## config.mk

```make
export PLATFORM = sky130hd
export DESIGN_NAME = mem_port_arbiter_flat
export DESIGN_NICKNAME = d
export VERILOG_FILES = /design/src/rtl/mem_port_arbiter_pkg.sv /design/src/rtl/mem_port_arbiter_if.sv /design/src/rtl/mem_port_arbiter_rr_picker.sv /design/src/rtl/mem_port_arbiter.sv /design/src/flat_wrapper.sv
export SDC_FILE = /design/constraint.sdc
export NUM_CORES = 1
export LEC_CHECK = 0
export ABC_AREA = 1
export BUFFER_PORTS_ARGS = -buffer_cell sky130_fd_sc_hd__clkbuf_2
export CELL_PAD_IN_SITES_DETAIL_PLACEMENT = 1
export CELL_PAD_IN_SITES_GLOBAL_PLACEMENT = 1
export CORE_MARGIN = 2
export CORE_UTILIZATION = 25
export DETAILED_ROUTE_END_ITERATION = 7
export HOLD_SLACK_MARGIN = 0.08
export PLACE_DENSITY = 0.88
export REMOVE_ABC_BUFFERS = 1
export SYNTH_ARGS = -nofsm -noshare
export SYNTH_HDL_FRONTEND = slang
export SYNTH_SLANG_ARGS = --single-unit
```

## constraint.sdc

```tcl
create_clock -name clk -period 1.3 [get_ports clk]
set_input_delay 0.13 -clock clk [delete_from_list [all_inputs] [get_ports clk]]
set_output_delay 0.13 -clock clk [all_outputs]
set_load 0.1 [all_outputs]
```

## src/rtl/mem_port_arbiter_pkg.sv

```systemverilog
// Shared definitions for the block-RAM port arbiter: default geometry and FSM state encodings.
package mem_port_arbiter_pkg;

  localparam int NUM_REQ_DEF    = 2;
  localparam int ADDR_WIDTH_DEF = 8;
  localparam int DATA_WIDTH_DEF = 16;

  typedef enum logic [1:0] {
    ST_IDLE   = 2'd0,
    ST_ACCESS = 2'd1,
    ST_RESP   = 2'd2
  } arb_state_e;

  // Index width that stays at least one bit wide for a single requester.
  function automatic int idx_width(input int n);
    return (n > 1) ? $clog2(n) : 1;
  endfunction

endpackage

```

## src/rtl/mem_port_arbiter_if.sv

```systemverilog
// Requester handshake, response and RAM-port bundle for mem_port_arbiter.
interface mem_port_arbiter_if
  import mem_port_arbiter_pkg::*;
#(
  parameter int NUM_REQ    = NUM_REQ_DEF,
  parameter int ADDR_WIDTH = ADDR_WIDTH_DEF,
  parameter int DATA_WIDTH = DATA_WIDTH_DEF
);
  localparam int GW = idx_width(NUM_REQ);

  logic [NUM_REQ-1:0]            req_valid;
  logic [NUM_REQ-1:0]            req_ready;
  logic [NUM_REQ-1:0]            req_wen;
  logic [NUM_REQ-1:0]            req_lock;
  logic [NUM_REQ*ADDR_WIDTH-1:0] req_addr;
  logic [NUM_REQ*DATA_WIDTH-1:0] req_wdata;
  logic [NUM_REQ-1:0]            rsp_valid;
  logic [DATA_WIDTH-1:0]         rsp_rdata;
  logic                          mem_wen;
  logic [ADDR_WIDTH-1:0]         mem_addr;
  logic [DATA_WIDTH-1:0]         mem_wdata;
  logic [DATA_WIDTH-1:0]         mem_rdata;
  logic                          busy;
  logic [GW-1:0]                 grant_id;

  modport slave (
    input  req_valid, req_wen, req_lock, req_addr, req_wdata, mem_rdata,
    output req_ready, rsp_valid, rsp_rdata, mem_wen, mem_addr, mem_wdata, busy, grant_id
  );

  modport master (
    output req_valid, req_wen, req_lock, req_addr, req_wdata, mem_rdata,
    input  req_ready, rsp_valid, rsp_rdata, mem_wen, mem_addr, mem_wdata, busy, grant_id
  );

endinterface

```

## src/rtl/mem_port_arbiter_rr_picker.sv

```systemverilog
// Combinational round-robin picker: first set bit of valid at or after ptr, wrapping.
module rr_picker #(
  parameter int N  = 2,
  parameter int IW = 1
) (
  input  logic [N-1:0]  valid,
  input  logic [IW-1:0] ptr,
  output logic [N-1:0]  grant,
  output logic [IW-1:0] idx,
  output logic          found
);

  logic [N-1:0] rot_s;
  logic [IW:0]  sum_s;
  logic         hit_s;

  // Rotate so ptr sits at bit 0, take the first hit, then map the offset back.
  always_comb begin
    rot_s = N'({valid, valid} >> ptr);
    found = 1'b0;
    sum_s = '0;
    hit_s = 1'b0;
    for (int j = 0; j < N; j++) begin
      hit_s = rot_s[0] & ~found;
      sum_s = hit_s ? ({1'b0, ptr} + (IW+1)'(j)) : sum_s;
      found = found | hit_s;
      rot_s = rot_s >> 1;
    end
    if (sum_s >= (IW+1)'(N)) begin
      sum_s = sum_s - (IW+1)'(N);
    end else begin
      sum_s = sum_s;
    end
    idx   = sum_s[IW-1:0];
    grant = found ? (N'(1) << idx) : '0;
  end

endmodule

```

## src/rtl/mem_port_arbiter.sv

```systemverilog
// Round-robin arbiter with optional grant lock, sharing one synchronous-read RAM port.
module mem_port_arbiter
  import mem_port_arbiter_pkg::*;
#(
  parameter int NUM_REQ    = NUM_REQ_DEF,
  parameter int ADDR_WIDTH = ADDR_WIDTH_DEF,
  parameter int DATA_WIDTH = DATA_WIDTH_DEF
) (
  input  logic              clk,
  input  logic              reset,
  mem_port_arbiter_if.slave bus
);
  localparam int GW = idx_width(NUM_REQ);

  arb_state_e             state_q, state_d;
  logic                   mem_wen_q, mem_wen_d;
  logic [ADDR_WIDTH-1:0]  mem_addr_q, mem_addr_d;
  logic [DATA_WIDTH-1:0]  mem_wdata_q, mem_wdata_d;
  logic [NUM_REQ-1:0]     rsp_valid_q, rsp_valid_d;
  logic [GW-1:0]          grant_q, grant_d;
  logic [GW-1:0]          rr_ptr_q, rr_ptr_d;
  logic                   lock_v_q, lock_v_d;
  logic [GW-1:0]          lock_id_q, lock_id_d;

  logic [NUM_REQ-1:0]     ready_s;
  logic [GW-1:0]          win_s;
  logic [NUM_REQ-1:0]     rr_grant_s;
  logic [GW-1:0]          rr_idx_s;
  logic                   rr_found_s;
  logic [ADDR_WIDTH-1:0]  addr_a [NUM_REQ];
  logic [DATA_WIDTH-1:0]  wdata_a [NUM_REQ];

  for (genvar g = 0; g < NUM_REQ; g++) begin : g_unpack
    assign addr_a[g]  = bus.req_addr[g*ADDR_WIDTH +: ADDR_WIDTH];
    assign wdata_a[g] = bus.req_wdata[g*DATA_WIDTH +: DATA_WIDTH];
  end

  rr_picker #(.N(NUM_REQ), .IW(GW)) u_picker (
    .valid (bus.req_valid),
    .ptr   (rr_ptr_q),
    .grant (rr_grant_s),
    .idx   (rr_idx_s),
    .found (rr_found_s)
  );

  // Next-state, capture and lock bookkeeping for the IDLE -> ACCESS -> RESP cycle.
  always_comb begin
    state_d     = state_q;
    mem_wen_d   = 1'b0;
    mem_addr_d  = mem_addr_q;
    mem_wdata_d = mem_wdata_q;
    rsp_valid_d = '0;
    grant_d     = grant_q;
    rr_ptr_d    = rr_ptr_q;
    lock_v_d    = lock_v_q;
    lock_id_d   = lock_id_q;
    ready_s     = '0;
    win_s       = rr_idx_s;
    case (state_q)
      ST_IDLE: begin
        if (reset) begin
          ready_s = '0;
        end else if (lock_v_q) begin
          // An idle owner gives up the lock; round-robin resumes on the following cycle.
          win_s = lock_id_q;
          if (bus.req_valid[lock_id_q]) begin
            ready_s = NUM_REQ'(1) << lock_id_q;
          end else begin
            lock_v_d = 1'b0;
          end
        end else begin
          ready_s = rr_found_s ? rr_grant_s : '0;
        end
        if (ready_s != '0) begin
          mem_wen_d   = bus.req_wen[win_s];
          mem_addr_d  = addr_a[win_s];
          mem_wdata_d = wdata_a[win_s];
          grant_d     = win_s;
          rr_ptr_d    = (win_s == GW'(NUM_REQ - 1)) ? '0 : win_s + GW'(1);
          lock_v_d    = bus.req_lock[win_s];
          lock_id_d   = win_s;
          state_d     = ST_ACCESS;
        end else begin
          state_d = ST_IDLE;
        end
      end
      ST_ACCESS: begin
        rsp_valid_d = NUM_REQ'(1) << grant_q;
        state_d     = ST_RESP;
      end
      ST_RESP: begin
        state_d = ST_IDLE;
      end
      default: begin
        state_d = ST_IDLE;
      end
    endcase
  end

  // State and output registers; reset drops any in-flight access.
  always_ff @(posedge clk) begin
    if (reset) begin
      state_q     <= ST_IDLE;
      mem_wen_q   <= 1'b0;
      mem_addr_q  <= '0;
      mem_wdata_q <= '0;
      rsp_valid_q <= '0;
      grant_q     <= '0;
      rr_ptr_q    <= '0;
      lock_v_q    <= 1'b0;
      lock_id_q   <= '0;
    end else begin
      state_q     <= state_d;
      mem_wen_q   <= mem_wen_d;
      mem_addr_q  <= mem_addr_d;
      mem_wdata_q <= mem_wdata_d;
      rsp_valid_q <= rsp_valid_d;
      grant_q     <= grant_d;
      rr_ptr_q    <= rr_ptr_d;
      lock_v_q    <= lock_v_d;
      lock_id_q   <= lock_id_d;
    end
  end

  assign bus.req_ready = ready_s;
  assign bus.rsp_valid = rsp_valid_q;
  assign bus.rsp_rdata = bus.mem_rdata;
  assign bus.mem_wen   = mem_wen_q;
  assign bus.mem_addr  = mem_addr_q;
  assign bus.mem_wdata = mem_wdata_q;
  assign bus.busy      = (state_q != ST_IDLE);
  assign bus.grant_id  = grant_q;

endmodule

```

## src/flat_wrapper.sv

```systemverilog
// flat-port wrapper written by rule: the top's interface ports become plain ports
module mem_port_arbiter_flat import mem_port_arbiter_pkg::*;
#(
  parameter int NUM_REQ    = NUM_REQ_DEF,
  parameter int ADDR_WIDTH = ADDR_WIDTH_DEF,
  parameter int DATA_WIDTH = DATA_WIDTH_DEF
)
  (clk, reset, bus_req_valid, bus_req_wen, bus_req_lock, bus_req_addr, bus_req_wdata, bus_mem_rdata, bus_req_ready, bus_rsp_valid, bus_rsp_rdata, bus_mem_wen, bus_mem_addr, bus_mem_wdata, bus_busy, bus_grant_id);
  mem_port_arbiter_if #(.NUM_REQ(NUM_REQ), .ADDR_WIDTH(ADDR_WIDTH), .DATA_WIDTH(DATA_WIDTH)) bus_i ();
  input  logic clk;
  input  logic reset;
  input wire logic [$bits(bus_i.req_valid)-1:0] bus_req_valid;
  input wire logic [$bits(bus_i.req_wen)-1:0] bus_req_wen;
  input wire logic [$bits(bus_i.req_lock)-1:0] bus_req_lock;
  input wire logic [$bits(bus_i.req_addr)-1:0] bus_req_addr;
  input wire logic [$bits(bus_i.req_wdata)-1:0] bus_req_wdata;
  input wire logic [$bits(bus_i.mem_rdata)-1:0] bus_mem_rdata;
  output wire logic [$bits(bus_i.req_ready)-1:0] bus_req_ready;
  output wire logic [$bits(bus_i.rsp_valid)-1:0] bus_rsp_valid;
  output wire logic [$bits(bus_i.rsp_rdata)-1:0] bus_rsp_rdata;
  output wire logic [$bits(bus_i.mem_wen)-1:0] bus_mem_wen;
  output wire logic [$bits(bus_i.mem_addr)-1:0] bus_mem_addr;
  output wire logic [$bits(bus_i.mem_wdata)-1:0] bus_mem_wdata;
  output wire logic [$bits(bus_i.busy)-1:0] bus_busy;
  output wire logic [$bits(bus_i.grant_id)-1:0] bus_grant_id;
  assign bus_i.req_valid = bus_req_valid;
  assign bus_i.req_wen = bus_req_wen;
  assign bus_i.req_lock = bus_req_lock;
  assign bus_i.req_addr = bus_req_addr;
  assign bus_i.req_wdata = bus_req_wdata;
  assign bus_i.mem_rdata = bus_mem_rdata;
  assign bus_req_ready = bus_i.req_ready;
  assign bus_rsp_valid = bus_i.rsp_valid;
  assign bus_rsp_rdata = bus_i.rsp_rdata;
  assign bus_mem_wen = bus_i.mem_wen;
  assign bus_mem_addr = bus_i.mem_addr;
  assign bus_mem_wdata = bus_i.mem_wdata;
  assign bus_busy = bus_i.busy;
  assign bus_grant_id = bus_i.grant_id;
  mem_port_arbiter #(.NUM_REQ(NUM_REQ), .ADDR_WIDTH(ADDR_WIDTH), .DATA_WIDTH(DATA_WIDTH)) u_core (.clk(clk), .reset(reset), .bus(bus_i));
endmodule
```

## Yosys cells after proc, flatten, opt, wreduce, memory -nomap -nowiden

Cells that the tools add are included.

| cells by class | value |
|---|---|
| reductions and logical operators | 6 |
| order comparisons | 4 |
| equality and inequality tests | 1 |
| shifts and indexed selects | 3 |
| multiplexer cells | 30 |
| bitwise operators | 7 |
| add/sub/neg operators | 3 |

Operator list:

| kind | number |
|---|---|
| 2-to-1 mux 16 bit | 3 |
| 2-to-1 mux 8 bit | 3 |
| 2-to-1 mux 1 bit | 16 |
| 2-to-1 mux 2 bit | 7 |
| greater-or-equal comparator 2 bit (second input constant) | 2 |
| < comparator 1 x 2 -> 1 bit (second input constant) | 2 |
| NOT 1 bit | 4 |
| one-hot mux 2 bit (2 select lines) | 1 |
| nonzero test 2 bit | 2 |
| left shift 1 x 1 -> 2 bit (first input constant) | 2 |
| >> shifter 4 x 1 -> 2 bit | 1 |
| OR reduction 3 bit | 1 |
| adder 1 x 1 -> 2 bit (second input constant) | 1 |
| == test 2 x 1 -> 1 bit (second input constant) | 1 |
| logical NOT 2 bit | 1 |
| NOT 1 -> 2 bit | 1 |
| AND reduction 2 bit | 1 |
| OR reduction 2 bit | 1 |
| adder 1 bit (second input constant) | 1 |
| bitwise AND 1 bit | 1 |
| bitwise OR 1 bit | 1 |
| subtractor 1 bit (second input constant) | 1 |

| storage, ports and cells | value |
|---|---|
| bits in registers | 32 |
| output and inout bits | 47 |

## Logic depth before layout (Yosys ltp)

| depth | value |
|---|---|
| depth after elaboration | 14 |
| depth in mapped cells | 10 |
| gate-level depth less buffers | 9 |

## By module

A second synthesis with hierarchy kept.

| second synthesis, totals | value |
|---|---|
| cell total of the unflattened synthesis | 270 |
| area total of the unflattened synthesis | 1773.0 um^2 |

By module, submodules not included:

| module | area an instance (um^2) | seq. area each (um^2) | times used | cells an instance |
|---|---|---|---|---|
| mem_port_arbiter | 1742.9 | 640.6 | 1 | 263 |
| rr_picker | 30.0 | 0.0 | 1 | 7 |

## Least setup slack after synthesis

No wires, ideal clock.

| path | value |
|---|---|
| path type | register -> register |
| start | register u_core.lock_id_q |
| end | register u_core.rr_ptr_q |
| stages on the path, launching flop included | 8 |
| clock period less this slack | 2501 ps |
| library setup time | 110 ps |
| arrival time | 2392 ps |
| path slack | -1201 ps |
| required time | 1190 ps |
| buffers on the path | 0 |
| cells stage by stage | dfxtp_1 nand2_1 nand2_1 nand4_4 inv_1 o21ai_0 nand2_1 inv_1 |

| between the ends | value |
|---|---|
| cells in the longest elaborated chain, start to end | 8 |

RTL lines:

| element | RTL line | RTL |
|---|---|---|
| from (decl) | mem_port_arbiter.sv:23 | `logic [GW-1:0] lock_id_q, lock_id_d;` |
| from (signal assigned) | mem_port_arbiter.sv:121 | `lock_id_q <= lock_id_d;` |
| 2-to-1 mux 1 bit (implied by the code) (2 in a row) | mem_port_arbiter.sv:66 | `if (bus.req_valid[lock_id_q]) begin` |
| 2-to-1 mux 2 bit | mem_port_arbiter.sv:66 |  |
| 2-to-1 mux 2 bit | mem_port_arbiter.sv:63 | `end else if (lock_v_q) begin` |
| 2-to-1 mux 2 bit | mem_port_arbiter.sv:61 | `if (reset) begin` |
| 2-to-1 mux 2 bit | mem_port_arbiter.sv:59 | `case (state_q)` |
| nonzero test 2 bit | mem_port_arbiter.sv:74 | `if (ready_s != '0) begin` |
| AND reduction 2 bit (no line) | n/a |  |
| to (signal assigned) | mem_port_arbiter.sv:119 | `rr_ptr_q <= rr_ptr_d;` |
| to (decl) | mem_port_arbiter.sv:21 | `logic [GW-1:0] rr_ptr_q, rr_ptr_d;` |

Parallel ways exist; a longest one is shown, timed or not. The select of a mux whose other input is x is not followed.
A chain may end at the register's enable or synchronous reset.

## Final worst setup path

| path | value |
|---|---|
| start | register u_core.rr_ptr_q |
| end | output port bus_req_ready[1] |

| between the ends | value |
|---|---|
| cells in the longest elaborated chain, start to end | 12 |

RTL lines:

| element | RTL line | RTL |
|---|---|---|
| >> shifter 4 x 1 -> 2 bit | mem_port_arbiter_rr_picker.sv:19 | `rot_s = N'({valid, valid} >> ptr);` |
| NOT 1 bit | mem_port_arbiter_rr_picker.sv:24 | `hit_s = rot_s[0] & ~found;` |
| bitwise AND 1 bit | mem_port_arbiter_rr_picker.sv:24 |  |
| 2-to-1 mux 2 bit | mem_port_arbiter_rr_picker.sv:25 | `sum_s = hit_s ? ({1'b0, ptr} + (IW+1)'(j)) : sum_s;` |
| greater-or-equal comparator 2 bit or subtractor 1 bit (tied branches) | mem_port_arbiter_rr_picker.sv:29, mem_port_arbiter_rr_picker.sv:30 |  |
| 2-to-1 mux 1 bit | mem_port_arbiter_rr_picker.sv:29 | `if (sum_s >= (IW+1)'(N)) begin` |
| left shift 1 x 1 -> 2 bit | mem_port_arbiter_rr_picker.sv:35 | `grant = found ? (N'(1) << idx) : '0;` |
| 2-to-1 mux 2 bit (*) | mem_port_arbiter.sv:72 | `ready_s = rr_found_s ? rr_grant_s : '0;` |
| 2-to-1 mux 2 bit (*) | mem_port_arbiter.sv:63 |  |
| 2-to-1 mux 2 bit (*) | mem_port_arbiter.sv:61 |  |
| 2-to-1 mux 2 bit (*) (2 in a row) | mem_port_arbiter.sv:59 |  |
| to (decl) | flat_wrapper.sv:18 | `output wire logic [$bits(bus_i.req_ready)-1:0] bus_req_ready;` |

Mark *: on every way between the ends. The rest lies on a longest branch, timed or not. The select of a mux whose other input is x is not followed.

==> metrics <==
crit path kind flop to primary output; final cycle utilization of the critical path 113%; post-place instance area 2420 µm²; Synth Cell Area 1820 µm²; final WL 7270 µm; vias in the first global route 2093; Slew Viols, Final 0; drt via density 4.69; Yosys cell types 25; hold crit path type input port to flop; Num Clock Sinks 32; Vert. Die Dim 89.3 µm; Final nets 420; pwr/cell area 2370 nW/µm²; final hold violation count 0; Synth top area share 35.2%; antenna viol nets, final 0; Main synth FF type dfxtp_1; hpwl dp 4840 µm; overall power 0.00660 W; Synth area leaders dfxtp_1, nand3_1, nand2_1, buf_4, a21oi_1; CP arrival 1340 ps; Post-synth EDFFs 0; Rel. slew slack 63.8%; via count 2096; Final setup viols 28; Slew @ Worst Pin 545 ps; DP Cell Count 427; first-pass GRT wire length 10000 µm; share of layout cells above drive strength 1 44.0%; GP Congestion 0.882; 1st-iter DRT viols 90; pin count of the biggest net entering global routing 26; Clk Latency, worst-skew pair 280 ps; Peak VDD IR 0.693 mV; IO Pins 119; top post-synthesis cells by count nand3_1, nand2_1, dfxtp_1; Yosys top cell by area dfxtp_1; register area share after synthesis 35.2%; drt pass-1 iters 4; violated checks negative setup slack; crit end category primary output; setup ws final -172 ps; fin util 39.1%; Synth Warn # 0; RSZ-0062 raised after global routing true; CTS root buffer clkbuf_8; Rows 31; Die Area 7980 µm²; H-tree depth 2; final instance area 2790 µm²; CTS max path bufs 2; Post-Syn Area per Cell 6.98 µm²; #FFs+latches synth 32; Critical Path Fanout Max 4; clk slew on worst S/H paths 70 ps; Layout area overhead 53.3%; WL per Instance 16.3 µm; Cells after Synth 261; antenna cells 0; worst path required time 1170 ps; CTS buffer count 5; min Tclk post-route 1470 ps; Fin Clk Skew 2.45 ps; Post-Place Worst Slack -116 ps; crit start category flop; static leakage 1.37 nW; most frequent cell after synthesis nand3_1; initial core utilization 25.5%; GRT Total Usage 16.4%; total core area 7140 µm²; ys async rst share 0%; GR Overflow Total 0; # Max-Cap Violations 0; CTS tree built; initial antenna violation count 0; I/O Buffers 86; Post-Layout Cell Count 447; outcome finished with violations; Max Freq 679 MHz; DRC violations left 0; Die X 89.3 µm
-- layer usage --
layer  GRT usage [%]  vias up  share of wire (%)
li1                -     1030                  -
met1            19.0      972                 42
met2            28.2       85                 50
met3            6.28        9                6.9
met4            4.48        0                1.0
met5               0        -                  0
-- cells in the final DEF (no fill, tap or decap) --
master / Yosys / final
nand3_1: 77 / 72
clkbuf_2: 0 / 57
nand2_1: 60 / 52
buf_4: 20 / 39
dfxtp_1: 32 / 27
a21oi_1: 26 / 23
inv_1: 12 / 10
buf_12: 0 / 10
nand2_2: 2 / 8
nand3_2: 2 / 6
clkbuf_8: 0 / 5
nand2_4: 1 / 3
nor2_1: 3 / 3
a21oi_2: 0 / 3
buf_6: 3 / 3
dfxtp_2: 0 / 3
nand4_1: 2 / 2
inv_2: 1 / 2
nand3_4: 1 / 2
nand2_8: 0 / 2
clkbuf_16: 0 / 2
dfxtp_4: 0 / 2
nor2_4: 1 / 1
a21o_1: 1 / 1
inv_4: 0 / 1
inv_6: 1 / 1
o21ai_2: 0 / 1
nand4_4: 1 / 1
nor3_1: 1 / 1
or2_0: 1 / 1
o21ai_1: 1 / 1
clkbuf_1: 2 / 1
clkinv_2: 0 / 1
dlygate4sd3_1: 0 / 1
-- report_power, final --
part           internal [W]  leakage [nW]  total, W  switching [W]
logic               0.00135          1.07   0.00441        0.00306
clock network      0.000364        0.0410  0.000751       0.000386
registers           0.00125         0.264   0.00144       0.000191
-- layout make-up --
| class | instances | area, µm² |
|---|---|---|
| fillers | 924 | 4350 |
| multi-input cells | 183 | 1000 |
| repair buffers | 112 | 872 |
| flip-flops and latches | 32 | 652 |
| well taps | 99 | 124 |
| clock buffers | 6 | 72.6 |
| inverters | 14 | 60.1 |
| clock inverters | 1 | 5.00 |
-- worst max-delay path, stage by stage (launching register included) --
cell	delay (ps)
dfxtp_2	340
inv_1	70
nand2_2	100
nand2_2	80
nand2_4	90
nand4_4	100
inv_2	110
buf_12	170
-- registers in the layout, summed over array words and instances (netlist names) --
signal,flops
u_core.bus.mem_wdata,16
u_core.bus.mem_addr,8
u_core.bus.rsp_valid,2
u_core.state_q,2
u_core.bus.mem_wen,1
u_core.lock_id_q,1
u_core.lock_v_q,1
u_core.rr_ptr_q,1
-- per-stage QoR --
stage	TNS, ps	hold WS [ps]
after floorplan	-30430	199
after global placement	-36.2	261
after detailed placement	-1530	261
after CTS	-424	101
after global routing	-5130	96.3
final	-3000	93.3
-- what timing repair did --
item / 4_1_cts / 5_1_grt
hold endpoints to repair: 1 / 0
buffers inserted: 2 / 7
cloned: 0 / 4
pin swaps: 2 / 9
hold buffers: 1 / 0
setup endpoints to repair: 29 / 32
gates resized for setup: 11 / 28
-- cell families (layout without fill, tap and decap cells) --
family / after synthesis / after routing / synth area share, %
DFF: 32 / 32 / 35.2
and+or+nand+nor: 152 / 154 / 40.6
AOI/OAI and AO/OA: 29 / 29 / 8.11
buffers and inverters: 48 / 133 / 16.1
-- final timing paths --
check / start / to / slack (ps) / cells after the start
worst max-delay path: u_core.rr_ptr_q / bus_req_ready[1] / -170 / 7
worst min-delay path: bus_req_wen[0] / u_core.bus.mem_wen / 90 / 3
worst max register to register: u_core.rr_ptr_q / u_core.bus.mem_wdata[14] / -170 / 10
worst min register to register: u_core.state_q[0] / u_core.state_q[1] / 480 / 2
Power figures use the tool's default switching activity.
